[src/rtl/mem_arbiter_pkg.sv]
// rtl/mem_arbiter_pkg.sv - shared owner encoding and response-tag type for mem_arbiter
package mem_arbiter_pkg;

    // Which port owns a memory access.
    localparam logic OWN_IF = 1'b0;
    localparam logic OWN_D  = 1'b1;

    // Tag for the single outstanding read: valid plus owner.
    typedef struct packed {
        logic valid;
        logic owner;
    } rsp_tag_t;

    localparam int RSP_TAG_W = $bits(rsp_tag_t);

    localparam rsp_tag_t RSP_TAG_IDLE = '{valid: 1'b0, owner: OWN_IF};

endpackage

[src/rtl/mem_arb_pick.sv]
// rtl/mem_arb_pick.sv - two-input selector, fixed data priority or round-robin under MEM_ARB_RR_EN
import mem_arbiter_pkg::*;

module mem_arb_pick (
    input  logic if_req,
    input  logic d_req,
`ifdef MEM_ARB_RR_EN
    input  logic last_owner,
`endif
    output logic if_pick,
    output logic d_pick
);

`ifdef MEM_ARB_RR_EN
    // Round-robin: on contention the port that did not win last time goes first.
    always_comb begin
        if_pick = 1'b0;
        d_pick  = 1'b0;
        if (if_req && d_req) begin
            if (last_owner == OWN_IF) begin
                d_pick = 1'b1;
            end else begin
                if_pick = 1'b1;
            end
        end else begin
            if_pick = if_req;
            d_pick  = d_req;
        end
    end
`else
    // Fixed priority: the data port always wins, fetch waits.
    always_comb begin
        if_pick = 1'b0;
        d_pick  = 1'b0;
        if (d_req) begin
            d_pick = 1'b1;
        end else if (if_req) begin
            if_pick = 1'b1;
        end
    end
`endif

endmodule

[src/rtl/mem_arbiter.sv]
// rtl/mem_arbiter.sv - fetch/data arbiter onto a unified synchronous-read memory; MEM_ARB_RR_EN selects round-robin
import mem_arbiter_pkg::*;

module mem_arbiter #(
    parameter int AW = 16,
    parameter int DW = 16
) (
    input  logic          clk,
    input  logic          reset,
    input  logic          if_req,
    input  logic [AW-1:0] if_addr,
    output logic          if_gnt,
    output logic          if_rvalid,
    output logic [DW-1:0] if_rdata,
    input  logic          d_req,
    input  logic          d_we,
    input  logic [AW-1:0] d_addr,
    input  logic [DW-1:0] d_wdata,
    output logic          d_gnt,
    output logic          d_rvalid,
    output logic [DW-1:0] d_rdata,
    output logic [AW-1:0] mem_addr,
    output logic          mem_we,
    output logic [DW-1:0] mem_wd,
    input  logic [DW-1:0] mem_rd
);

    logic     if_pick;
    logic     d_pick;
    logic     rd_grant;
    rsp_tag_t rsp_tag;

`ifdef MEM_ARB_RR_EN
    logic last_owner;
`endif

    mem_arb_pick u_pick (
        .if_req     (if_req),
        .d_req      (d_req),
`ifdef MEM_ARB_RR_EN
        .last_owner (last_owner),
`endif
        .if_pick    (if_pick),
        .d_pick     (d_pick)
    );

    // Grants are held off while reset is asserted so the memory sees no access.
    assign if_gnt = if_pick & reset;
    assign d_gnt  = d_pick  & reset;

    // Route the granted port onto the memory bus; idle bus is all zeros.
    always_comb begin
        mem_addr = '0;
        mem_we   = 1'b0;
        mem_wd   = '0;
        if (d_gnt) begin
            mem_addr = d_addr;
            mem_we   = d_we;
            mem_wd   = d_wdata;
        end else if (if_gnt) begin
            mem_addr = if_addr;
        end
    end

    // A granted read (fetch, or data with we low) produces a response next cycle.
    assign rd_grant = if_gnt | (d_gnt & ~d_we);

    // Response tag: records who owns the read issued this cycle; lives one cycle.
    always_ff @(posedge clk or negedge reset) begin
        if (!reset) begin
            rsp_tag <= RSP_TAG_IDLE;
        end else begin
            rsp_tag.valid <= rd_grant;
            rsp_tag.owner <= d_gnt ? OWN_D : OWN_IF;
        end
    end

`ifdef MEM_ARB_RR_EN
    // Last-owner register: updated on every grant, read or write.
    always_ff @(posedge clk or negedge reset) begin
        if (!reset) begin
            last_owner <= OWN_IF;
        end else if (d_gnt) begin
            last_owner <= OWN_D;
        end else if (if_gnt) begin
            last_owner <= OWN_IF;
        end
    end
`endif

    // Steer the memory read data to the tag owner; the other port sees zero.
    assign if_rvalid = rsp_tag.valid & (rsp_tag.owner == OWN_IF);
    assign d_rvalid  = rsp_tag.valid & (rsp_tag.owner == OWN_D);
    assign if_rdata  = if_rvalid ? mem_rd : '0;
    assign d_rdata   = d_rvalid  ? mem_rd : '0;

endmodule

[config.mk]
export PLATFORM = sky130hd
export DESIGN_NAME = mem_arbiter
export DESIGN_NICKNAME = d
export VERILOG_FILES = /design/src/rtl/mem_arbiter_pkg.sv /design/src/rtl/mem_arb_pick.sv /design/src/rtl/mem_arbiter.sv
export SDC_FILE = /design/constraint.sdc
export NUM_CORES = 1
export LEC_CHECK = 0
export BUFFER_PORTS_ARGS = -buffer_cell sky130_fd_sc_hd__buf_2
export CAP_MARGIN = 0
export CORE_MARGIN = 2
export CORE_UTILIZATION = 26
export DETAILED_ROUTE_END_ITERATION = 8
export GPL_ROUTABILITY_DRIVEN = 0
export PLACE_DENSITY = 0.82
export SLEW_MARGIN = 20
export SYNTH_ARGS = -nofsm -noshare
export SYNTH_HDL_FRONTEND = slang
export SYNTH_SLANG_ARGS = --single-unit
[constraint.sdc]
create_clock -name clk -period 2.5 [get_ports clk]
set_input_delay 0.5 -clock clk [delete_from_list [all_inputs] [get_ports clk]]
set_output_delay 0.5 -clock clk [all_outputs]
set_load 0.02 [all_outputs]
== Word level (Yosys, flattened, before mapping) ==
Index checks and enable logic that the tools add are counted.
Word-level totals
  register bits after elaboration: 2
  bits in latches: 0
  RAM bits: 0
  ROM bits: 0
  bits of input ports: 69
  output and inout bits: 69
  memories kept: 0
Cells by class
  add/sub/neg operators: 0
  $mul: 0
  div/mod/pow operators: 0
  magnitude comparators: 0
  equal/unequal tests: 0
  shift-type cells: 0
  mux-type cells: 10
  bitwise operators: 8
  reduce and logical (&&, ||, !) cells: 0
Operator list (number)
  $mux 16: 5
  $and 1x1->1: 5
  $mux 1: 5
  $not 1->1: 2
  $or 1x1->1: 1

== Longest topological paths before layout ==
Gate-level depths: netlist of the first run.
  depth in word-level cells: 5
  mapped depth: 5
  depth with buffers taken out: 2

== Cells and area by module ==
From an unflattened synthesis of the first run, not the netlist that was laid out.
Second synthesis, totals
  cells, all modules: 89
  area, all modules: 669.4 um^2
By module, submodules not included
  mem_arbiter: instances 1, cells an instance 87, area each 648.1 um^2, seq. area each 50.0 um^2
  mem_arb_pick: instances 1, cells an instance 2, area each 21.3 um^2, seq. area each 0.0 um^2

== Worst setup path after synthesis of the first run ==
No wires, ideal clock.
  path kind: input to output
  start: in reset
  end: out mem_addr[10]
  arrival time: 1.281 ns
  required time: 2.000 ns
  path slack: 0.719 ns
  cell stages on the path: 5
  buffers on the path: 3
  cell sequence: buf_6 > and2_4 > buf_6 > buf_8 > a32o_1
On the way
  elaborated cells on any way between the ends: 4
  those cells by class: mux: 2; bitwise: 2
RTL lines
  start: declaration: line mem_arbiter.sv:9  | input logic reset,
  $and 1x1->1: line mem_arbiter.sv:49  | assign d_gnt = d_pick & reset;
  net d_gnt: line mem_arbiter.sv:19  | output logic d_gnt,
  $mux 16: line mem_arbiter.sv:56  | if (d_gnt) begin
  end: declaration: line mem_arbiter.sv:22  | output logic [AW-1:0] mem_addr,
The timed path passes the listed nets, and every way through them passes these cells.

== Worst setup path in the final report of the first run ==
  start: reg rsp_tag[0] in the netlist's numbering
  end: out if_rdata[6]
On the way
  longest elaborated chain between the ends: 3
RTL lines
  start: declaration: line mem_arbiter.sv:31  | rsp_tag_t rsp_tag;
  $not 1->1: line mem_arbiter.sv:92  | assign if_rvalid = rsp_tag.valid & (rsp_tag.owner == OWN_IF);
  $and 1x1->1: line mem_arbiter.sv:92
  $mux 16: line mem_arbiter.sv:94  | assign if_rdata = if_rvalid ? mem_rd : '0;
  end: declaration: line mem_arbiter.sv:14  | output logic [DW-1:0] if_rdata,
No other way between the ends.

==> results.yml, run 1 <==
sta:
  hold_violations: 0
  fin_crit_sh: 0.816
  max_clock_freq_ghz: 0.490
  report.final.slew_viol_count: 0
  min_period_ns: 2.04
  timing.slew.headroom: 0.742
  setup_tns_ns: 0
  setup-violations-final: 0
  rsz0062_at_grt: "false"
  worst-slew-pin-transition_ns: 0.387
  timing.hold.ws_ns: 0.159
pwr:
  total_leakage_power_nw: 0.968
  power_mw: 0.326
  ir_drop_mv: 0.141
  power_density_nw_per_um2: 244
critical_path:
  worstPathArrival_ns: 1.54
  timing.critical_path.from_type: "flip-flop"
  critPathCaptureType: "primary output"
  cp_max_fo: 18
  critical_path_class: "flip-flop to primary output"
  worst-endpoint-required_ns: 2.00
grt:
  grt_max_degree: 23
  grt_overflow: 0
  number_of_antenna_violations_at_the_first_check_in_global_routing: 0
  grt_pass1_wl_mm: 3.98
  grt.total_usage: 0.187
  grt_pass1_vias: 942
synth:
  post_synth.cell_area_avg_um2: 7.58
  synth-warning-count: 0
  ys_ff_latch: 2
  synth_seq_area_share: 0.0750
  synth_nets: 157
  synthesis.instances: 88
  netlist_area_um2: 667
  yosys.cell_types.count: 15
placed_design:
  place.detailed.instances: 243
  dp_hpwl_mm: 2.61
  portBuffers: 137
clock_network:
  cts_root_buf: "clkbuf_4"
  post_cts_resized: 0
  cts_made_buffers: 3
  clock_sinks: 2
  tritoncts: "built"
  holdBufCountCts: 0
  clkSlewWorstSetupHoldPaths_ns: 0.03
  htree_levels: 1
  cts-root-to-sink-buffers: 2
  post_cts.repair.setup_buffers: 0
route:
  wl_per_cell_um: 12.6
  drt-initial-drc-count: 17
  drt_pass1_iterations: 4
  wirelength_mm: 3.11
  route.detailed.vias_per_inst: 4.74
  ant_nets: 0
  drc: 0
  vias: 1167
floorplan:
  design.die.area_um2: 2990
  floorplan.io_pins: 138
  die_x_extent_um: 54.6
  initial_utilization: 0.272
  rows: 18
  core_area_um2: 2450
  die_height_um: 54.6
outcome:
  status: "complete, no violations"
hold_path:
  timing.hold.worst.class: "input pin to async pin"
job:
  maxCapViolations: 0
layout:
  top_regs: "rsp_tag: 2 flops"
  top_register: "rsp_tag"
  largest_register_ffs: 2
  drive_above_1_share: 0.699
  finalNonFillerCells: 246
  area_growth_syn_to_layout_pct: 101
  post-route-util: 0.545
  nNetsFinal: 287
  antenna_cells: 0
  fill_cells: 266
routing by layer:
layer | global-route usage | wire length [um] | vias to the layer above
li1 | - | - | 590
met1 | 0.184 | 1000 | 512
met2 | 0.385 | 1730 | 63
met3 | 0.0273 | 363 | 2
met4 | 0.0625 | 8 | 0
met5 | 0 | 0 | -
Yosys cell counts:
library cell	instances	area share
a21boi_0	1	0.011
a32o_1	16	0.24
and2_1	18	0.17
and2_4	1	0.013
and2b_1	1	0.011
and3_1	25	0.23
and3_2	8	0.090
buf_2	3	0.023
buf_4	1	0.011
buf_6	2	0.034
buf_8	1	0.023
clkbuf_1	6	0.034
dfrtp_1	2	0.075
nand2b_1	2	0.019
nor2b_2	1	0.013
worst max-delay path, stage by stage, from the launching register on:
cell     delay [ns]
dfrtp_1        0.51
and2b_1        0.47
and2_1         0.18
buf_2          0.16
cell type report:
type	instances	area [um^2]	area share
sequential	2	50.0	0.0374
tap	30	37.5	0.0281
clock buffer	3	22.5	0.0168
multi-input combinational	73	534	0.399
timing repair buffer	138	693	0.518
kinds of logic (layout without fill, tap and decap cells):
kind of cell	count (synthesis)	after routing	share of synthesized area
AOI/OAI and AO/OA	17	17	0.251
buffers and inverters	13	141	0.124
DFF	2	2	0.0750
and+or+nand+nor	56	56	0.550
path summary, 6_finish.rpt:
| path | start | slack [ns] | to |
|---|---|---|---|
| min in group clk | d_we | 0.55 | rsp_tag[1] |
| max in group asynchronous | reset | 2.12 | rsp_tag[0] |
| hold / removal | reset | 0.16 | rsp_tag[1] |
| setup / recovery | rsp_tag[0] | 0.46 | if_rdata[6] |
layout by cell type (no fill, tap or decap), drive strengths merged:
| cell | n |
|---|---|
| dfrtp | 2 |
| nand2b | 2 |
| a21boi | 1 |
| and3 | 33 |
| nor2b | 1 |
| and2b | 1 |
| clkbuf | 3 |
| a32o | 16 |
| and2 | 19 |
| buf | 138 |
through the flow:
stage	area [um^2]	worst slack [ns]
5_1_grt	1340	0.339
4_1_cts	1340	0.459
3_5_place_dp	1320	0.495
3_3_place_gp	1320	0.508
6_report	1340	0.460
2_1_floorplan	667	0.719
report_power, final:
group / leakage (nW) / switching, mW / internal [mW]
clock: 0.0138 / 0.0188 / 0.0530
combinational: 0.928 / 0.119 / 0.0949
sequential: 0.0259 / 0.00606 / 0.0344
(Power assumes the default switching activity.)
==> run 2: changes to the inputs <==
--- a/config.mk
+++ b/config.mk
@@ -8,10 +8,10 @@
 export BUFFER_PORTS_ARGS = -buffer_cell sky130_fd_sc_hd__buf_2
 export CAP_MARGIN = 0
 export CORE_MARGIN = 2
-export CORE_UTILIZATION = 26
+export CORE_UTILIZATION = 22
 export DETAILED_ROUTE_END_ITERATION = 8
 export GPL_ROUTABILITY_DRIVEN = 0
-export PLACE_DENSITY = 0.82
+export PLACE_DENSITY = 0.74
 export SLEW_MARGIN = 20
 export SYNTH_ARGS = -nofsm -noshare
 export SYNTH_HDL_FRONTEND = slang
==> constraint.sdc (replaced) <==
create_clock -name clk -period 1.7 [get_ports clk]
set_input_delay 0.34 -clock clk [delete_from_list [all_inputs] [get_ports clk]]
set_output_delay 0.34 -clock clk [all_outputs]
set_load 0.02 [all_outputs]
==> results.yml, run 2 (synthesized netlist as in run 1, its figures left out) <==
route:
  wirelength_mm: 2.96
  route.detailed.vias_per_inst: 4.62
  ant_nets: 0
  drt-initial-drc-count: 54
  wl_per_cell_um: 11.9
  vias: 1154
  drc: 0
  drt_pass1_iterations: 4
layout:
  nNetsFinal: 290
  largest_register_ffs: 2
  highest_count_cells_in_the_layout_ignoring_fill_and_taps: "buf_2 (137), and3_1 (25), and2_1 (18), a32o_1 (16), and3_2 (8)"
  area_growth_syn_to_layout_pct: 105
  antenna_cells: 0
  top_regs: "rsp_tag: 2 flops"
  design_area_um2: 1370
  fill_cells: 278
  final_common_cell: "buf_2"
  multi_input_area_um2: 541
  top_register: "rsp_tag"
  drive_above_1_share: 0.708
  regArea_um2: 50.0
sta:
  setup-violations-final: 0
  timing.slew.headroom: 0.747
  rsz0062_at_grt: "false"
  min_period_ns: 1.59
  fin_ws_ns: 0.111
  fin_crit_sh: 0.935
  report.final.slew_viol_count: 0
  hold_violations: 0
  max_clock_freq_ghz: 0.629
  setup_tns_ns: 0
  worst-slew-pin-transition_ns: 0.379
critical_path:
  critical-path-max-stage-delay_ns: 0.28
  critical_path_s_slowest_cell: "and2_4"
  critical_path.top_delay_family: "buffers and inverters"
  critPathCaptureType: "primary output"
  worstPathBufferInverterCount: 3
  cp_max_fo: 20
  crit_path_most_repeated_cell: "buf_2"
  worstPathArrival_ns: 1.25
  critical_path_class: "input pin to primary output"
  crit_path_cell_trace: "buf_2, buf_4, and2_4, a32o_1, buf_2"
  worst-endpoint-required_ns: 1.36
  timing.critical_path.from_type: "input pin"
hold_path:
  timing.hold.worst.class: "input pin to async pin"
placed_design:
  detailedPlace.worstSlack_ns: -0.0275
  portBuffers: 137
  dp_hpwl_mm: 2.40
  placement_stage_cell_area_um2: 1340
clock_network:
  post_cts_resized: 1
  cts-root-to-sink-buffers: 2
  tritoncts: "built"
  cts_made_buffers: 3
  clkSlewWorstSetupHoldPaths_ns: 0.03
  clock_sinks: 2
  cts_root_buf: "clkbuf_4"
  post_cts.repair.setup_buffers: 0
  htree_levels: 1
  holdBufCountCts: 0
grt:
  grt_max_degree: 22
  grt_overflow: 0
  number_of_antenna_violations_at_the_first_check_in_global_routing: 0
  grt.total_usage: 0.147
  grt_pass1_wl_mm: 4.00
  grt_pass1_vias: 939
pwr:
  power_mw: 0.483
  share_clk_of_total_power: 0.216
  ir_drop_mv: 0.156
  internal_power_mw: 0.274
  seq_power_share: 0.107
  power_density_nw_per_um2: 353
  switchingPower_mw: 0.209
  p_comb_frac: 0.677
  total_leakage_power_nw: 0.986
  p_sw_frac: 0.432
floorplan:
  design.die.area_um2: 3490
  rows: 19
  die_x_extent_um: 59.1
  die_height_um: 59.1
  core_area_um2: 2830
  initial_utilization: 0.236
  floorplan.io_pins: 138
outcome:
  status: "complete, no violations"
job:
  maxCapViolations: 0
-- run 2: worst paths after layout --
kind	slack (ns)	cells past startpoint	from	to
max	0.11	5	d_req	mem_addr[13]
min	0.05	2	reset	rsp_tag[1]
max in group asynchronous	1.50	2	reset	rsp_tag[0]
min in group clk	0.40	3	d_we	rsp_tag[1]
-- run 2: power by group through the flow --
stage | registers, mW | logic (mW) | clock network [mW]
floorplan | 0.0542 | 0.183 | 0
global placement | 0.0522 | 0.324 | 0
detailed placement | 0.0522 | 0.325 | 0
CTS | 0.0517 | 0.328 | 0.112
global route | 0.0522 | 0.352 | 0.111
finish | 0.0517 | 0.327 | 0.104
-- run 2: routing by layer --
metal  up-vias  GRT usage  part of all wire
met5         -          0                 0
met4         0     0.0390            0.0017
met3         2     0.0284             0.099
met2        70      0.292              0.53
met1       483      0.154              0.37
li1        599          -                 -
-- run 2: cell type report --
cell class | instances | share of cell area
well taps | 31 | 0.0284
clock buffers | 3 | 0.0165
multi-input cells | 73 | 0.395
repair buffers | 141 | 0.523
flip-flops and latches | 2 | 0.0366
-- run 2: per-stage QoR --
| stage | cells | util | hold WS [ns] |
|---|---|---|---|
| floorplan | 88 | - | 0.0444 |
| finish | 250 | 0.483 | 0.0522 |
| global placement | 247 | 0.473 | 0.275 |
| detailed placement | 247 | 0.473 | 0.278 |
| CTS | 250 | 0.483 | 0.0420 |
| global route | 250 | 0.483 | 0.0567 |
==> run 3: changes to the inputs <==
--- a/config.mk
+++ b/config.mk
@@ -7,11 +7,14 @@
 export LEC_CHECK = 0
 export BUFFER_PORTS_ARGS = -buffer_cell sky130_fd_sc_hd__buf_2
 export CAP_MARGIN = 0
+export CELL_PAD_IN_SITES_DETAIL_PLACEMENT = 1
+export CELL_PAD_IN_SITES_GLOBAL_PLACEMENT = 2
 export CORE_MARGIN = 2
-export CORE_UTILIZATION = 22
+export CORE_UTILIZATION = 10
 export DETAILED_ROUTE_END_ITERATION = 8
 export GPL_ROUTABILITY_DRIVEN = 0
-export PLACE_DENSITY = 0.74
+export PLACE_DENSITY = 0.89
+export SETUP_SLACK_MARGIN = 0.5
 export SLEW_MARGIN = 20
 export SYNTH_ARGS = -nofsm -noshare
 export SYNTH_HDL_FRONTEND = slang
==> results.yml, run 3 (synthesized netlist as in run 1, its figures left out) <==
sta:
  worst-slew-pin-transition_ns: 0.349
  setup-violations-final: 0
  min_period_ns: 1.52
  setup_tns_ns: 0
  timing.slew.headroom: 0.767
  fin_crit_sh: 0.896
  report.final.slew_viol_count: 0
  max_clock_freq_ghz: 0.657
  hold_violations: 0
  rsz0062_at_grt: "true"
floorplan:
  die_height_um: 85.7
  rows: 29
  floorplan.io_pins: 138
  initial_utilization: 0.104
  design.die.area_um2: 7340
  core_area_um2: 6390
  die_x_extent_um: 85.7
clock_network:
  clock_sinks: 2
  cts_root_buf: "clkbuf_8"
  cts-root-to-sink-buffers: 2
  cts_made_buffers: 3
  htree_levels: 1
  holdBufCountCts: 0
  clkSlewWorstSetupHoldPaths_ns: 0.03
  tritoncts: "built"
hold_path:
  timing.hold.worst.class: "input pin to async pin"
pwr:
  power_density_nw_per_um2: 349
  ir_drop_mv: 0.139
  total_leakage_power_nw: 1.30
critical_path:
  setup.worst_path.start: "rsp_tag[0]"
  setup.worst_path.end: "if_rdata[1]"
  cp_max_fo: 8
  critical_path_s_slowest_cell: "dfrtp_1"
  worst-endpoint-required_ns: 1.36
  critPathCaptureType: "primary output"
  timing.critical_path.from_type: "flip-flop"
  worstPathArrival_ns: 1.18
  critical_path_class: "flip-flop to primary output"
  crit_path_cell_trace: "and2b_4, and2_4, buf_6"
  critical-path-max-stage-delay_ns: 0.39
layout:
  top_register: "rsp_tag"
  drive_above_1_share: 0.950
  finalNonFillerCells: 316
  top_regs: "rsp_tag: 2 flops"
  largest_register_ffs: 2
  nNetsFinal: 310
  highest_count_cells_in_the_layout_ignoring_fill_and_taps: "buf_2 (83), buf_6 (56), and2_4 (21), and3_4 (17), a32o_2 (16)"
  final_common_cell: "buf_2"
  antenna_cells: 0
  area_growth_syn_to_layout_pct: 242
job:
  maxCapViolations: 0
route:
  ant_nets: 0
  drt_pass1_iterations: 4
  drc: 0
  drt-initial-drc-count: 24
  route.detailed.vias_per_inst: 4.31
  wirelength_mm: 5.10
  vias: 1361
  wl_per_cell_um: 16.1
grt:
  grt_pass1_vias: 1361
  number_of_antenna_violations_at_the_first_check_in_global_routing: 0
  grt_max_degree: 20
  grt_pass1_wl_mm: 7.13
  grt_overflow: 0
  grt.total_usage: 0.122
outcome:
  status: "complete, no violations"
placed_design:
  place.detailed.instances: 293
  dp_hpwl_mm: 3.19
  portBuffers: 137
run 3: metrics by stage:
step	power [mW]	area (um^2)	hold slack, ns	setup slack, ns	util
after floorplan	0.269	795	0.0444	0.259	-
after global placement	0.406	1500	0.302	0.165	0.235
after detailed placement	0.413	1500	0.317	0.147	0.235
after CTS	0.759	2120	0.159	0.146	0.332
after global routing	0.845	2280	0.265	0.103	0.357
final	0.796	2280	0.255	0.177	0.357
run 3: where the power goes:
group	internal [mW]	switching, mW
logic	0.318	0.238
clock network	0.150	0.0352
registers	0.0510	0.00340
total	0.519	0.277
run 3: how the worst min path moves through the flow:
stage / end / slack (ns) / depth (start not counted)
after floorplan: rsp_tag[0] / 0.04 / 0
after global placement: rsp_tag[1] / 0.30 / 2
after global routing: rsp_tag[0] / 0.26 / 4
after detailed placement: rsp_tag[1] / 0.32 / 2
final: rsp_tag[0] / 0.26 / 4
after CTS: rsp_tag[0] / 0.16 / 3
run 3: timing repair:
action / 4_1_cts / 5_1_grt
setup endpoints to repair: 69 / 69
pin swaps: 11 / 15
gates resized for setup: 135 / 16
gates cloned: 6 / 5
setup buffers: 5 / 4
run 3: per-layer routing:
| metal | vias to the layer above | global-route usage | wire [um] |
|---|---|---|---|
| met4 | 0 | 0.0173 | 7 |
| met2 | 81 | 0.248 | 2870 |
| met5 | - | 0 | 0 |
| met1 | 631 | 0.122 | 1740 |
| li1 | 647 | - | - |
| met3 | 2 | 0.0366 | 484 |
run 3: layout make-up:
| cell class | count | area (um^2) |
|---|---|---|
| Tap cell | 77 | 96.3 |
| Multi-Input combinational cell | 78 | 736 |
| Sequential cell | 2 | 51.3 |
| Fill cell | 749 | 4110 |
| Timing Repair Buffer | 156 | 1360 |
| Clock buffer | 3 | 41.3 |
run 3: worst max-delay path, delay by kind of cell, from the launching register on:
kind / cells / cell delay (ns)
AND/OR/NAND/NOR: 2 / 0.47
flip-flops: 1 / 0.39
buffers and inverters: 1 / 0.11
